==> config.mk <==
export PLATFORM = sky130hd
export DESIGN_NAME = seq_arith_8b_smul_accum
export DESIGN_NICKNAME = d
export VERILOG_FILES = /design/src/rtl/seq_arith_8b_smul_accum.sv
export SDC_FILE = /design/constraint.sdc
export NUM_CORES = 1
export LEC_CHECK = 0
export ABC_AREA = 0
export CORE_ASPECT_RATIO = 2
export CORE_UTILIZATION = 45
export CTS_CLUSTER_DIAMETER = 150
export DETAILED_ROUTE_END_ITERATION = 16
export PLACE_DENSITY = 0.78
export SYNTH_ARGS = -nofsm -noshare
export SYNTH_HDL_FRONTEND = slang
export SYNTH_SLANG_ARGS = --single-unit
export TNS_END_PERCENT = 30
==> constraint.sdc <==
create_clock -name clk -period 4.4 [get_ports clk]
set_input_delay 0.88 -clock clk [delete_from_list [all_inputs] [get_ports clk]]
set_output_delay 0.88 -clock clk [all_outputs]
set_load 0.02 [all_outputs]
==> src/rtl/seq_arith_8b_smul_accum.sv <==
// rtl/seq_arith_8b_smul_accum.sv - signed 8x8 multiply-accumulate over a grouped operand stream
//
// Purpose:
//   Accepts signed 8-bit operand pairs, registers each exact 16-bit product
//   (stage P), then adds it into a signed ACC_NBITS-bit running sum (stage A).
//   When the pair flagged last has been accumulated, the sum, the pair count
//   (mod 256) and a sticky overflow flag are held on the output stream until
//   the downstream handshake, which clears the group state.
//
// Ports:
//   clk, reset                  clock, synchronous active-high reset
//   istream_val/rdy             operand pair handshake
//   istream_in0/in1             signed 8-bit operands
//   istream_last                pair closes the current group
//   ostream_val/rdy             result handshake
//   ostream_sum                 signed group sum (ACC_NBITS bits)
//   ostream_count               pairs in the group, modulo 256
//   ostream_ovf                 signed accumulator overflow seen in the group
//
// Configuration:
//   SMUL_ACCUM_SAT_EN           defined: accumulator saturates on overflow;
//                               undefined: accumulator wraps. ovf set either way.

module seq_arith_8b_smul_accum #(
  parameter int ACC_NBITS = 24
) (
  input  logic                 clk,
  input  logic                 reset,
  input  logic                 istream_val,
  output logic                 istream_rdy,
  input  logic [7:0]           istream_in0,
  input  logic [7:0]           istream_in1,
  input  logic                 istream_last,
  output logic                 ostream_val,
  input  logic                 ostream_rdy,
  output logic [ACC_NBITS-1:0] ostream_sum,
  output logic [7:0]           ostream_count,
  output logic                 ostream_ovf
);

  typedef enum logic {ACC, DONE} state_t;

  state_t                      state;
  logic signed [15:0]          p;
  logic                        p_val;
  logic                        p_last;
  logic signed [ACC_NBITS-1:0] acc;
  logic [7:0]                  count;
  logic                        ovf;

  logic                        accept;
  logic signed [15:0]          prod;
  logic signed [ACC_NBITS-1:0] p_ext;
  logic signed [ACC_NBITS-1:0] sum_wrap;
  logic signed [ACC_NBITS-1:0] acc_next;
  logic                        add_ovf;
  logic                        done;

`ifdef SMUL_ACCUM_SAT_EN
  localparam logic signed [ACC_NBITS-1:0] SAT_MAX = {1'b0, {(ACC_NBITS-1){1'b1}}};
  localparam logic signed [ACC_NBITS-1:0] SAT_MIN = {1'b1, {(ACC_NBITS-1){1'b0}}};
`endif

  // Input closes once a last pair sits in stage P so the next group cannot
  // start before this one has reached DONE.
  assign istream_rdy = (state == ACC) && !(p_val && p_last) && !reset;
  assign accept      = istream_val && istream_rdy;

  // 16x16 of sign-extended 8-bit operands; the full product range fits in 16 bits.
  assign prod     = 16'($signed(istream_in0)) * 16'($signed(istream_in1));
  assign p_ext    = ACC_NBITS'(p);
  assign sum_wrap = acc + p_ext;

  // Overflow: both addends share a sign and the result sign differs.
  assign add_ovf = (acc[ACC_NBITS-1] == p_ext[ACC_NBITS-1]) &&
                   (sum_wrap[ACC_NBITS-1] != acc[ACC_NBITS-1]);

  always_comb begin
    acc_next = sum_wrap;
`ifdef SMUL_ACCUM_SAT_EN
    // Direction follows the operands' common sign.
    if (add_ovf) begin
      acc_next = acc[ACC_NBITS-1] ? SAT_MIN : SAT_MAX;
    end
`endif
  end

  assign done          = (state == DONE) && !reset;
  assign ostream_val   = done;
  assign ostream_sum   = done ? acc   : '0;
  assign ostream_count = done ? count : 8'd0;
  assign ostream_ovf   = done && ovf;

  always_ff @(posedge clk) begin
    if (reset) begin
      state  <= ACC;
      acc    <= '0;
      count  <= 8'd0;
      ovf    <= 1'b0;
      p      <= '0;
      p_val  <= 1'b0;
      p_last <= 1'b0;
    end else begin
      p_val <= accept;
      if (accept) begin
        p      <= prod;
        p_last <= istream_last;
      end

      case (state)
        ACC: begin
          if (p_val) begin
            acc   <= acc_next;
            count <= count + 8'd1;
            if (add_ovf) begin
              ovf <= 1'b1;
            end
            if (p_last) begin
              state <= DONE;
            end
          end
        end
        DONE: begin
          if (ostream_rdy) begin
            acc   <= '0;
            count <= 8'd0;
            ovf   <= 1'b0;
            state <= ACC;
          end
        end
        default: state <= ACC;
      endcase
    end
  end

endmodule
Word-level counts from Yosys, hierarchy flattened
Index checks and enable logic that the tools add are counted.

storage, ports and cells
  flip-flop bits (word level) = 52
  input port bits = 21
  word-level logic and storage cells = 43

cells by class
  add/subtract/negate cells = 2
  $mul = 1
  equality and inequality tests = 5
  mux-type cells = 16
  bitwise gates (word level) = 1
  reduce and logical (&&, ||, !) cells = 11

operators with widths
  operator                                      count
  2-to-1 mux 24 bit                             3
  one-hot mux 24 bit (2 select lines)           1
  adder 24 x 16 -> 24 bit                       1
  2-to-1 mux 8 bit                              3
  multiplier 8 x 8 -> 16 bit                    1
  one-hot mux 8 bit (2 select lines)            1
  adder 8 x 1 -> 8 bit (second input constant)  1
  logical AND 1 bit                             7
  2-to-1 mux 1 bit                              6
  != test 2 bit (second input constant)         3
  one-hot mux 1 bit (2 select lines)            2
  AND reduction 3 bit                           1
  logical NOT 1 bit                             2
  AND reduction 2 bit                           1
  equality test 1 bit                           1
  != test 1 bit                                 1
  inverter 1 bit                                1

Longest topological paths before layout
  depth in word-level cells = 6
  gate-level depth with buffers = 17
  gate-level depth less buffers = 17

Least setup slack after synthesis
OpenSTA, ideal clock, no wires.

  path type = input -> register
  from = input port istream_in1[4]
  to = register p[14]
  arrival time = 4.568 ns
  data required time = 4.313 ns
  path slack = -0.255 ns
  stages = 15
  buffers on the path = 0
  cell sequence = and2_1 fa_1 inv_1 fa_1 inv_1 fa_1 inv_1 fa_1 inv_1 ha_1 inv_1 o21a_1 a311oi_1 nor3_1 o31ai_1

on the way
  longest elaborated chain between the ends = 1

RTL lines
  item                        RTL line  RTL
  start: declaration          32        input logic [7:0] istream_in1,
  multiplier 8 x 8 -> 16 bit  70        assign prod = 16'($signed(istream_in0)) * 16'($signed(istream_in1));
  end signal: assignment      106       p <= prod;
  end: declaration            44        logic signed [15:0] p;

Every way passes these cells.
A chain may end at the register's enable or synchronous reset.

Final worst setup path
  from = input port istream_in0[5]
  to = register p[14]

on the way
  longest elaborated chain between the ends = 1

RTL lines
  item                        RTL line  RTL
  start: declaration          31        input logic [7:0] istream_in0,
  multiplier 8 x 8 -> 16 bit  70

Every way passes these cells.

==> report_table.html <==
<table>
<tr><th>Metric</th><th>Value</th></tr>
<tr><th colspan="2">Finish</th></tr>
<tr><td>Signed area change from the synthesized netlist to the final layout</td><td>27.91%</td></tr>
<tr><td>Post-layout nets</td><td>935</td></tr>
<tr><td>Final core occ</td><td>0.5925</td></tr>
<tr><td>Antenna cell count</td><td>0</td></tr>
<tr><td>Ratio of cells with drive above 1 in the final layout</td><td>0.2184</td></tr>
<tr><td>Number of filler instances in the final layout</td><td>1,090</td></tr>
<tr><td>Final cell count without fillers</td><td>956</td></tr>
<tr><th colspan="2">STA</th></tr>
<tr><td>Final clock skew</td><td>0.008225 ns</td></tr>
<tr><td>Setup repair after global routing missed its margin</td><td>true</td></tr>
<tr><td>Top achievable clock speed</td><td>0.2315 GHz</td></tr>
<tr><td>Sum of negative setup slack</td><td>0 ns</td></tr>
<tr><td>Time the final worst path needs with I/O delays and setup</td><td>4.320 ns</td></tr>
<tr><td>Final number of hold-violating endpoints</td><td>0</td></tr>
<tr><td>Relative max-transition margin</td><td>0.5401</td></tr>
<tr><td>Total count of max-transition violations in the final report</td><td>0</td></tr>
<tr><td>Setup violators final</td><td>0</td></tr>
<tr><td>Final clock period utilization by the worst path</td><td>0.9817</td></tr>
<tr><td>Transition time at the pin with the least slew margin</td><td>0.6884 ns</td></tr>
<tr><th colspan="2">Power</th></tr>
<tr><td>Peak ir drop on the vdd network</td><td>0.0003045 V</td></tr>
<tr><td>Static Leakage</td><td>3.258 nW</td></tr>
<tr><td>Power Dens Cells</td><td>457.0 nW/um2</td></tr>
<tr><th colspan="2">Status</th></tr>
<tr><td>Outcome</td><td>finished, final reports clean</td></tr>
<tr><th colspan="2">Detailed routing</th></tr>
<tr><td>Via density per instance</td><td>5.433</td></tr>
<tr><td>Number of search-and-repair iterations in the first detailed-routing pass</td><td>4</td></tr>
<tr><td>Per-cell routed wire length</td><td>14.65 um</td></tr>
<tr><td>Via count</td><td>5,194</td></tr>
<tr><td>Total routed wirelength</td><td>14.01 mm</td></tr>
<tr><td># DRC</td><td>0</td></tr>
<tr><td>DRT antenna net count</td><td>0</td></tr>
<tr><td>Number of DRC markers after the initial detailed-route iteration</td><td>206</td></tr>
<tr><th colspan="2">Worst setup path</th></tr>
<tr><td>Maximum fanout along the worst path</td><td>7</td></tr>
<tr><td>End point of the critical path</td><td>p[14]</td></tr>
<tr><td>Required time of the worst setup path</td><td>4.58 ns</td></tr>
<tr><td>Logic depth of the worst register-to-register path</td><td>9</td></tr>
<tr><td>Endpoint kind of the worst setup timing path</td><td>flop</td></tr>
<tr><td>WS Path Type</td><td>in2reg</td></tr>
<tr><td>Arrival time at the worst endpoint</td><td>4.50 ns</td></tr>
<tr><td>Worst R2R End</td><td>acc[18]</td></tr>
<tr><td>Worst setup path start</td><td>istream_in0[5]</td></tr>
<tr><td>Worst-case register-to-register setup slack</td><td>1.76 ns</td></tr>
<tr><td>Worst R2R Start</td><td>p[0]</td></tr>
<tr><td>Startpoint type of the worst setup path</td><td>input port</td></tr>
<tr><th colspan="2">Placement</th></tr>
<tr><td>Count of input and output buffers</td><td>55</td></tr>
<tr><td>HPWL after detailed placement</td><td>11.01 mm</td></tr>
<tr><td>Final Wtd Congestion</td><td>0.9004</td></tr>
<tr><td>Total instance count after detailed placement</td><td>939</td></tr>
<tr><th colspan="2">Clock network</th></tr>
<tr><td>CTS Buffer Depth</td><td>2</td></tr>
<tr><td>Insertion delay of the later-clocked pin in the worst-skew pair</td><td>0.30 ns</td></tr>
<tr><td>TritonCTS sink count</td><td>52</td></tr>
<tr><td>TritonCTS buffer count</td><td>5</td></tr>
<tr><td>Clk pin slew, worst setup/hold paths</td><td>0.07 ns</td></tr>
<tr><td>Clock tree from TritonCTS</td><td>yes</td></tr>
<tr><td>Count of hold buffers inserted by post-cts repair</td><td>0</td></tr>
<tr><td>CTS H-tree lvls</td><td>2</td></tr>
<tr><td>Root buffer selected by CTS</td><td>clkbuf_16</td></tr>
<tr><th colspan="2">Floorplan</th></tr>
<tr><td>Area of the die</td><td>13,490 um2</td></tr>
<tr><td>Number of top-level pins</td><td>56</td></tr>
<tr><td>Row Count</td><td>58</td></tr>
<tr><td>Die width</td><td>82.62 um</td></tr>
<tr><td>Standard cell core area</td><td>12,630 um2</td></tr>
<tr><td>Die Y-Extent</td><td>163.2 um</td></tr>
<tr><td>Initial Utilization</td><td>0.4632</td></tr>
<tr><th colspan="2">Synthesis</th></tr>
<tr><td>Post-synthesis cell count</td><td>697</td></tr>
<tr><td>YS warnings</td><td>0</td></tr>
<tr><td>Share of flip-flops with an asynchronous set or reset after synthesis</td><td>0</td></tr>
<tr><td>FF+latch count, synth</td><td>52</td></tr>
<tr><td>Fraction of post-synthesis cell area in the top cell type by area</td><td>0.1917</td></tr>
<tr><td>Cell type contributing the most total cell area after synthesis</td><td>fa_1</td></tr>
<tr><td>Average size of a mapped cell</td><td>8.392 um2</td></tr>
<tr><td>Top cells by area, synth</td><td>fa_1 (19%), dfxtp_1 (18%), ha_1 (11%)</td></tr>
<tr><td>Area of the mapped netlist</td><td>5849 um2</td></tr>
<tr><td>Most used DFF post-synth</td><td>dfxtp_1</td></tr>
<tr><td>Sequential area share after synthesis</td><td>0.1780</td></tr>
<tr><td>Nets in the synthesized netlist</td><td>827</td></tr>
<tr><td>Post-synth EDFFs</td><td>0</td></tr>
<tr><td>Count of distinct cell types in the synthesized netlist</td><td>67</td></tr>
<tr><th colspan="2">Hold path</th></tr>
<tr><td>Worst hold-check path type</td><td>reg2reg</td></tr>
<tr><th colspan="2">Global routing</th></tr>
<tr><td>Wire length of the first global-routing pass</td><td>22.46 mm</td></tr>
<tr><td>Maximum number of pins on one net before global-route repair</td><td>35</td></tr>
<tr><td>Vias in the first global route</td><td>5,255</td></tr>
<tr><td>Initial antenna violation count</td><td>0</td></tr>
<tr><td>Global route total overflow</td><td>0</td></tr>
<tr><td>Total routing resource utilization after global routing</td><td>0.2122</td></tr>
<tr><th colspan="2">Job</th></tr>
<tr><td>Max-cap violations</td><td>0</td></tr>
</table>
## cell usage in the layout, fill, tap and decap left out, types with 5 or more instances in the layout
master,n
nand3b_1,13
xor2_1,17
a31oi_1,7
nand2_1,70
buf_4,60
o21a_1,10
nor2_4,6
xnor2_1,18
fa_1,52
nand3_1,12
a21oi_1,24
nor2_1,39
buf_2,6
o21ai_2,5
nor2b_1,5
a21oi_2,5
buf_6,9
a22oi_1,6
and2_1,63
o21ai_0,10
ha_1,39
clkbuf_16,5
nor3_1,8
inv_1,69
ha_4,12
o21ai_1,26
a211oi_1,7
nand2b_1,5
clkdlybuf4s50_1,39
inv_2,15
dfxtp_1,52
## synthesized netlist by cell type (7+ instances only)
master and count:
o21a_1 10, inv_1 85, and2_1 67, fa_1 56
xor2_1 17, nand3_1 12, a31oi_1 7, dfxtp_1 52
nor3_1 9, o21ai_1 29, nand2_1 74, clkbuf_1 11
ha_1 53, nor2b_1 7, nor2_1 47, a21oi_1 27
o21ai_0 12, nand3b_1 13, xnor2_1 18, a211oi_1 8
## per-layer routing
| layer | track usage | vias to the layer above | wire length, um |
|---|---|---|---|
| met1 | 0.1993 | 2525 | 4956 |
| li1 | - | 2537 | - |
| met3 | 0.01844 | 25 | 295 |
| met5 | 0 | - | 0 |
| met2 | 0.4391 | 107 | 8396 |
| met4 | 0.07915 | 0 | 360 |
## power by group
part,switching [W],internal [W],total [W]
logic,0.00120,0.00122,0.00242
clock network,0.000187,0.000213,0.000400
registers,0.0000615,0.000535,0.000597
## through the flow
stage	setup WS (ns)	total power [W]	cell area, um2	hold slack (ns)
after floorplan	-0.02766	0.001937	5929	0.4362
after CTS	0.0004632	0.003058	7297	0.4675
final	0.08041	0.003420	7482	0.4614
after detailed placement	-0.9254	0.002530	6997	0.4571
after global placement	-0.8494	0.002458	6997	0.4497
after global routing	-0.06461	0.003696	7482	0.4874
## critical path, stage by stage
cell,delay [ns]
buf_4,0.15
buf_4,0.15
and2_1,0.15
fa_1,0.50
inv_1,0.05
fa_1,0.49
inv_2,0.04
fa_1,0.47
inv_1,0.05
fa_1,0.50
inv_2,0.05
ha_4,0.28
inv_2,0.05
o21a_1,0.18
a311oi_2,0.27
o21a_1,0.17
o31ai_1,0.07
## cell families (layout without fill, tap and decap cells)
logic type,after synthesis,count (layout),synth area share
adders and majority gates,109,109,0.3050
xor gates and xnor gates,35,35,0.05241
AOI/OAI and AO/OA,141,141,0.1656
and+or+nand+nor,256,256,0.2255
DFF,52,52,0.1780
muxes,3,3,0.005348
buffers and inverters,101,210,0.06823
## what timing repair did
| action | in CTS | in global routing |
|---|---|---|
| gates resized for setup | 97 | 63 |
| pin swaps | 36 | 61 |
| hold endpoints to repair | 0 | 0 |
| endpoints found under the setup margin | 9 | 6 |
| setup buffers | 11 | 2 |
## flip-flops by register name, summed over array words and instances (netlist names)
name and flops:
acc 24, count 8, ovf 1, p 16, p_last 1, p_val 1, state 1
## final cells by class
class,instances,area [um2],area share
clock buffers,5,125.1,0.01672
clock inverters,3,22.52,0.003010
inverters,86,329.1,0.04398
multi-input cells,544,4770,0.6375
flip-flops and latches,52,1041,0.1391
well taps,150,187.7,0.02508
repair buffers,116,1007,0.1346
## how the worst min path moves through the flow
| stage | startpoint | end | slack [ns] | cells past startpoint |
|---|---|---|---|---|
| 4_1_cts | acc[17] | acc[17] | 0.47 | 2 |
| 3_3_place_gp | acc[18] | acc[18] | 0.45 | 2 |
| 2_1_floorplan | p[0] | p[0] | 0.44 | 2 |
| 5_1_grt | acc[19] | acc[19] | 0.49 | 2 |
| 3_5_place_dp | acc[17] | acc[17] | 0.46 | 2 |
| 6_report | acc[17] | acc[17] | 0.46 | 2 |
(Power assumes the default switching activity.)
